### config.mk
export PLATFORM = sky130hd
export DESIGN_NAME = secuenciador_suma_multipalabra
export DESIGN_NICKNAME = d
export VERILOG_FILES = /design/src/rtl/secuenciador_suma_multipalabra.sv
export SDC_FILE = /design/constraint.sdc
export NUM_CORES = 1
export LEC_CHECK = 0
export ABC_AREA = 1
export CORE_AREA = 2 2 189 191
export CTS_BUF_LIST = sky130_fd_sc_hd__clkbuf_2
export DETAILED_ROUTE_END_ITERATION = 10
export DIE_AREA = 0 0 191 193
export MAX_ROUTING_LAYER = met4
export PLACE_DENSITY_LB_ADDON = 0.08
export SYNTH_ARGS = -nofsm -noshare
export SYNTH_HDL_FRONTEND = slang
export SYNTH_SLANG_ARGS = --single-unit
### constraint.sdc
create_clock -name clk -period 16.1 [get_ports clk]
set_clock_uncertainty 0.15 [all_clocks]
set_input_delay 3.22 -clock clk [delete_from_list [all_inputs] [get_ports clk]]
set_output_delay 3.22 -clock clk [all_outputs]
set_load 0.01 [all_outputs]
### src/rtl/secuenciador_suma_multipalabra.sv
// Multi-word add/subtract sequencer that time-shares one external 32-bit adder, least-significant word first.
// Latency inicio->listo = NUM_PALABRAS+1 cycles; inicio is ignored while ocupado (no queueing).
module secuenciador_suma_multipalabra #(
    parameter  int NUM_PALABRAS = 4,
    localparam int W            = 32 * NUM_PALABRAS,
    localparam int IDX_W        = (NUM_PALABRAS > 1) ? $clog2(NUM_PALABRAS) : 1
) (
    input  logic         clk,
    input  logic         reset,
    input  logic         inicio,
    input  logic         resta,
    input  logic [W-1:0] OperandoA,
    input  logic [W-1:0] OperandoB,
    output logic [31:0]  SumandoA,
    output logic [31:0]  SumandoB,
    output logic         Acarreo,
    input  logic [31:0]  Resultado,
    input  logic         SignoMasSignificativo,
    output logic [W-1:0] ResultadoFinal,
    output logic         AcarreoFinal,
    output logic         Desborde,
    output logic         ocupado,
    output logic         listo
);

    typedef enum logic [1:0] {
        REPOSO = 2'd0,
        SUMA   = 2'd1,
        FIN    = 2'd2
    } estado_t;

    localparam logic [IDX_W-1:0] ULTIMO = IDX_W'(NUM_PALABRAS - 1);

    estado_t                           estado_q, estado_d;
    logic [NUM_PALABRAS-1:0][31:0]     a_q, a_d;
    logic [NUM_PALABRAS-1:0][31:0]     b_q, b_d;
    logic [NUM_PALABRAS-1:0][31:0]     res_q, res_d;
    logic                              resta_q, resta_d;
    logic [IDX_W-1:0]                  indice_q, indice_d;
    logic                              carry_q, carry_d;
    logic                              acf_q, acf_d;
    logic                              des_q, des_d;
    logic [31:0]                       b_palabra;

    always_ff @(posedge clk or posedge reset) begin
        if (reset) begin
            estado_q <= REPOSO;
            a_q      <= '0;
            b_q      <= '0;
            res_q    <= '0;
            resta_q  <= 1'b0;
            indice_q <= '0;
            carry_q  <= 1'b0;
            acf_q    <= 1'b0;
            des_q    <= 1'b0;
        end else begin
            estado_q <= estado_d;
            a_q      <= a_d;
            b_q      <= b_d;
            res_q    <= res_d;
            resta_q  <= resta_d;
            indice_q <= indice_d;
            carry_q  <= carry_d;
            acf_q    <= acf_d;
            des_q    <= des_d;
        end
    end

    always_comb begin
        estado_d  = estado_q;
        a_d       = a_q;
        b_d       = b_q;
        res_d     = res_q;
        resta_d   = resta_q;
        indice_d  = indice_q;
        carry_d   = carry_q;
        acf_d     = acf_q;
        des_d     = des_q;
        b_palabra = '0;
        SumandoA  = '0;
        SumandoB  = '0;
        Acarreo   = 1'b0;
        ocupado   = 1'b0;
        listo     = 1'b0;

        case (estado_q)
            REPOSO: begin
                if (inicio) begin
                    a_d      = OperandoA;
                    b_d      = OperandoB;
                    resta_d  = resta;
                    indice_d = '0;
                    carry_d  = resta;
                    estado_d = SUMA;
                end
            end
            SUMA: begin
                ocupado   = 1'b1;
                b_palabra = b_q[indice_q] ^ {32{resta_q}};
                SumandoA  = a_q[indice_q];
                SumandoB  = b_palabra;
                Acarreo   = carry_q;
                res_d[indice_q] = Resultado;
                carry_d   = SignoMasSignificativo;
                if (indice_q == ULTIMO) begin
                    // Flags registered on entry to FIN so they are valid while listo is high.
                    acf_d    = SignoMasSignificativo;
                    des_d    = (a_q[NUM_PALABRAS-1][31] == b_palabra[31]) &&
                               (Resultado[31] != a_q[NUM_PALABRAS-1][31]);
                    estado_d = FIN;
                end else begin
                    indice_d = indice_q + 1'b1;
                end
            end
            FIN: begin
                ocupado  = 1'b1;
                listo    = 1'b1;
                estado_d = REPOSO;
            end
            default: estado_d = REPOSO;
        endcase
    end

    assign ResultadoFinal = res_q;
    assign AcarreoFinal   = acf_q;
    assign Desborde       = des_q;

endmodule
# Yosys cells after proc, flatten, opt, wreduce, memory -nomap -nowiden
# Cells that the tools add are included.
# totals
in_bits	293
out_inout_bits	197
elab_cells	60
register_bits	392
# op_classes
reduce_logical	10
add_sub_neg	1
n_bitwise	1
order_cmp	2
eq_ne	8
mux	20
# ops
cell	n
two-way mux 32 bit	5
binary-select mux 32 bit (select 2 bit)	2
bitwise mux 128 bit	1
demux 32 bit (select 2 bit)	1
XOR 32 bit	1
two-way mux 2 bit	4
case mux 2 bit (2 select lines)	2
AND reduction 2 bit	4
!= test 2 bit, second input constant	3
equality test 2 bit, second input constant	2
two-way mux 1 bit	4
less-than comparator 2 x 3 -> 1 bit, second input constant	1
AND reduction 3 bit	1
adder 2 x 1 -> 2 bit, second input constant	1
equality test 2 x 1 -> 1 bit, second input constant	1
>= comparator 2 x 1 -> 1 bit, second input constant	1
logical AND 1 bit	2
zero test 2 bit	1
case mux 1 bit (2 select lines)	1
nonzero test 2 bit	1
OR reduction 2 bit	1
equality test 1 bit	1
!= test 1 bit	1

# Depth between registers and ports, before layout
# depth
depth_word	5
depth_mapped	10

# Worst setup path before layout
# Ideal clock, no wire load.
# synth_timing
path_kind	register to output
startpoint	register estado_q[1]
endpoint	output SumandoB[10]
path_buffers	3
required_ns	12.730
arrival_ns	1.378
path_slack_ns	11.352
path_stages_with_launch	8
path_cell_list	dfrtp_1 > inv_1 > ha_1 > buf_2 > buf_6 > clkbuf_1 > nand2_1 > nor2_1
# synth_via
elab_chain_cells	2
# synth_lines
item	line_no	rtl
start: declaration	34	estado_t estado_q, estado_d;
start signal: assignment	57	estado_q <= estado_d;
equality test 2 x 1 -> 1 bit	86	case (estado_q)
two-way mux 32 bit	86	
end: declaration	15	output logic [31:0] SumandoB,
# No other way between the ends.

# Worst setup path after layout
# layout_timing
startpoint	register indice_q[0]
endpoint	output SumandoB[31]
# layout_via
elab_chain_cells	4
# layout_lines
item	line_no	rtl
start: declaration	39	logic [IDX_W-1:0] indice_q, indice_d;
start signal: assignment	62	indice_q <= indice_d;
binary-select mux 32 bit (select 2 bit)	99	b_palabra = b_q[indice_q] ^ {32{resta_q}};
two-way mux 32 bit (not written as such)	99	
XOR 32 bit	99	
two-way mux 32 bit	86	
# No other way between the ends. The select of a mux whose other input is x is not followed.

==> results.txt <==
The signal on the critical path passes through buf_4 > nand2_1 > nand3_1 > nand3_1 > a21oi_1 > clkdlybuf4s50_1. The worst min-delay path class was flip-flop to flip-flop. IR analysis of the VDD net gives a maximum drop of 0.1019 mV. The tools report the number of filler cells placed in the layout as 3106.

The run gives 2437 as the post-synth net total. The post-placement worst setup slack was 9.398 ns. For this run, the top clock speed supported by timing is 132.9 MHz.

For the number of buffers created by CTS, the log shows 98. The arrival time at the worst endpoint is 4.15 ns. In this run the post-CTS setup repair buffer count came out at 0. The sequential area share after synthesis is 56.88%.

In this run, synthesis inferred 0 flip-flops with an integrated enable. The switching share of power is 41.03%, and the share of synthesized registers carrying an async set or reset is 100.0%. The tools report the count of final hold-check violations as 0. The run finished with clean final reports.

The top cell types in the final layout, fill and taps aside, are nand2_1 (999), clkdlybuf4s50_1 (489), dfrtp_1 (389). Number of distinct library cells after synthesis: 22. The number of buffers between clock root and the deepest sink was 3; the max-cap violation count was 0. The total of hold buffers inserted after clock tree synthesis was 0. Total number of clock tree sinks: 392. Number of pins with negative max-slew slack in the final report: 0. The cell with the largest stage delay on the worst path was dfrtp_4.

Setup violations remaining at the end of the flow were counted as 0. The run gives 81210 um as the global-route wire length before repair. For the initial core utilization, the log shows 49.33%.

The internal power of the cells totals 2.608 mW. After clock tree synthesis, the clock-pin slew on the worst setup and hold paths is 0.10 ns. The clock reaches the later pin of the worst-skew pair after 0.95 ns.

Of the available clock period, the critical path in the final layout requires 46.72%. Power per standard cell area: 192.4 nW/um2. At the pin with the least slew margin, the transition time is 1.160 ns. The synthesized flop and latch total is 392. The cell family contributing the most delay on the critical path is buffers and inverters.

In this run the static leakage power is 11.21 nW. The deepest level of the CTS H-tree is 3, and the via density per instance is 5.053. Setup repair after global routing left no endpoint under its margin. For this run, the slowest stage of the critical path takes 1.01 ns. Dividing the detail-routed wire length by the instance count gives 16.81 um. The root cell of the clock tree was clkbuf_2. The most used flip-flop cell after synthesis is dfrtp_1. By startpoint and endpoint, the worst setup path is classified as flip-flop to output port. Synthesis produced a netlist whose cell count is 2136.

Among the stages of the critical path, the cell type that occurs most often is nand3_1. The congestion estimate from routability-driven global placement came to 0.8758. The run gives 15850 as the via count. Adding up every negative setup slack in the final design gives 0 ns.

The tools report the power consumption as 4.423 mW. Of the total power, combinational logic draws 46.1%. STA puts the critical path data required time at 12.73 ns.

The tools report the count of cells resized by post-cts repair as 0. The logs give 14.4% for the clock power share and 8.578 ns for the final worst slack. The I/O pin total was 490; the wire length on met2 was 24970 um. The placeable core region is 34960 um2, and the critical-path maximum fanout is 105. The leading cell type in the layout, fill and taps excluded was nand2_1. Relative to the synthesized area, the layout overhead comes to 33.28%. In the final routing, the length of wire on met1 measures 21520 um. The logs give 206 for the largest net degree at the start of global routing and 69 for the number of standard-cell rows in the floorplan. After the first detailed-routing iteration, the DRC count stood at 1115. The tools report the via count of the first global-routing pass as 15280. Detailed placement finished with a half-perimeter wire length of 35410 um. The count of input and output buffers works out to 489.

The tools report the switching power as 1.815 mW. The number of antenna violations at the first check in global routing is 18. The post-layout minimum cycle time works out to 7.522 ns. The share of total power dissipated in sequential elements is 39.6%. The remaining design rule violation count was 0.

The width of the die is 191 um. The detailed-router iteration count before antenna repair came out at 5. TritonCTS built the clock tree. Measured along the y axis, the die boundary spans 193 um. The tools report the endpoint kind of the worst setup timing path as an output port.

For flop-to-flop paths, the worst setup slack is 12.14 ns. The synthesized netlist occupies a cell area of 17250 um2. After global routing the overflow that remains totals 0.

For the sum of routed wire length over all layers, the log shows 52740 um. The mean cell area of the mapped netlist is 8.074 um2, and the relative max-transition margin is 22.40%. STA classifies the critical path startpoint as a flip-flop. The remaining antenna violation count came out at 0. The floorplan step defined a die boundary enclosing 36860 um2. The run gives 2896 as the number of nets in the layout.

In this run the top signal layer used is met4. The fraction of layout cells with a size suffix above 1 is 6.288%, and the count of yosys warnings during synthesis is 0. Counting both buffers and inverters, the worst setup path holds a total of 2. The routed design uses 4408 um of met3 wire. For this run, the total global-route usage over all layers was measured as 29.22%.
[power groups by stage]
stage	combinational [mW]	clock (mW)	sequential, mW
floorplan	1.13	0	1.74
global placement	1.99	0	1.75
detailed placement	2.03	0	1.76
CTS	2.04	0.656	1.75
global route	2.27	0.712	1.81
finish	2.04	0.635	1.75
[synth_stat cells, types with 8 or more instances]
cell type	n	area [um2]
buf_2	79	395.4
buf_1	8	30.03
clkbuf_1	37	138.9
buf_6	8	90.09
nand3_1	98	490.5
nor2_1	70	262.8
nand2_1	1002	3761
inv_1	89	334.1
o21ai_1	11	55.05
a21oi_1	82	410.4
ha_1	8	100.1
dfrtp_1	392	9809
o21ai_0	205	1026
o211ai_1	32	240.2
[path summary, 6_finish.rpt]
path / startpoint / to / depth (start not counted)
worst min-delay path: b_q[40] / b_q[40] / 2
max in group asynchronous: reset / b_q[45] / 4
worst max register to register: indice_q[0] / indice_q[0] / 7
min in group asynchronous: reset / a_q[100] / 2
worst max-delay path: indice_q[0] / SumandoB[31] / 6
worst min register to register: b_q[40] / b_q[40] / 2
[per-layer routing]
| metal | vias up | global-route usage, % |
|---|---|---|
| met5 | - | - |
| met4 | 0 | 14.97 |
| met3 | 110 | 7.548 |
| met2 | 616 | 44.08 |
| met1 | 7395 | 36.54 |
| li1 | 7730 | - |
[worst register-to-register path, stage by stage, from the launching register on]
cell and delay, ns:
dfrtp_4 1.01, buf_4 0.93, ha_1 0.39, nand2_2 0.67
inv_1 0.34, nor2_1 0.14, nand3_1 0.09, o21ai_0 0.10
[kinds of logic (layout without fill, tap and decap cells)]
family	Yosys count	count (layout)	synth area share, %
buf+inv	231	751	6.094
fa+ha+maj	8	8	0.5804
flops	392	392	56.88
compound gates	333	333	10.17
other cells	0	20	0
simple gates	1172	1172	26.28
[registers in the layout, summed over array words and instances (netlist names)]
| register | flops |
|---|---|
| indice_q | 2 |
| resta_q | 1 |
| a_q | 128 |
| Desborde | 1 |
| ResultadoFinal | 128 |
| AcarreoFinal | 1 |
| b_q | 128 |
| estado_q | 2 |
| carry_q | 1 |
[through the flow]
stage	hold WS, ns	cells	instance area (um2)	utilization, %
floorplan	0.2936	2136	17250	-
global placement	0.3068	2956	22130	63.28
detailed placement	0.3101	2956	22130	63.28
CTS	0.3348	3117	22940	65.60
global route	0.3507	3135	22980	65.73
finish	0.3337	3137	22990	65.74
[final cells by class]
class	instances	area (um2)	area share, %
clock inverter	26	135.1	0.5879
sequential	392	9818	42.71
multi-input combinational	1513	6410	27.88
timing repair buffer	497	4955	21.55
inverter	93	366.6	1.595
tap	461	576.8	2.509
clock buffer	135	675.6	2.939
antenna	20	50.05	0.2177
Note: power is estimated with default switching activity, not from simulation.
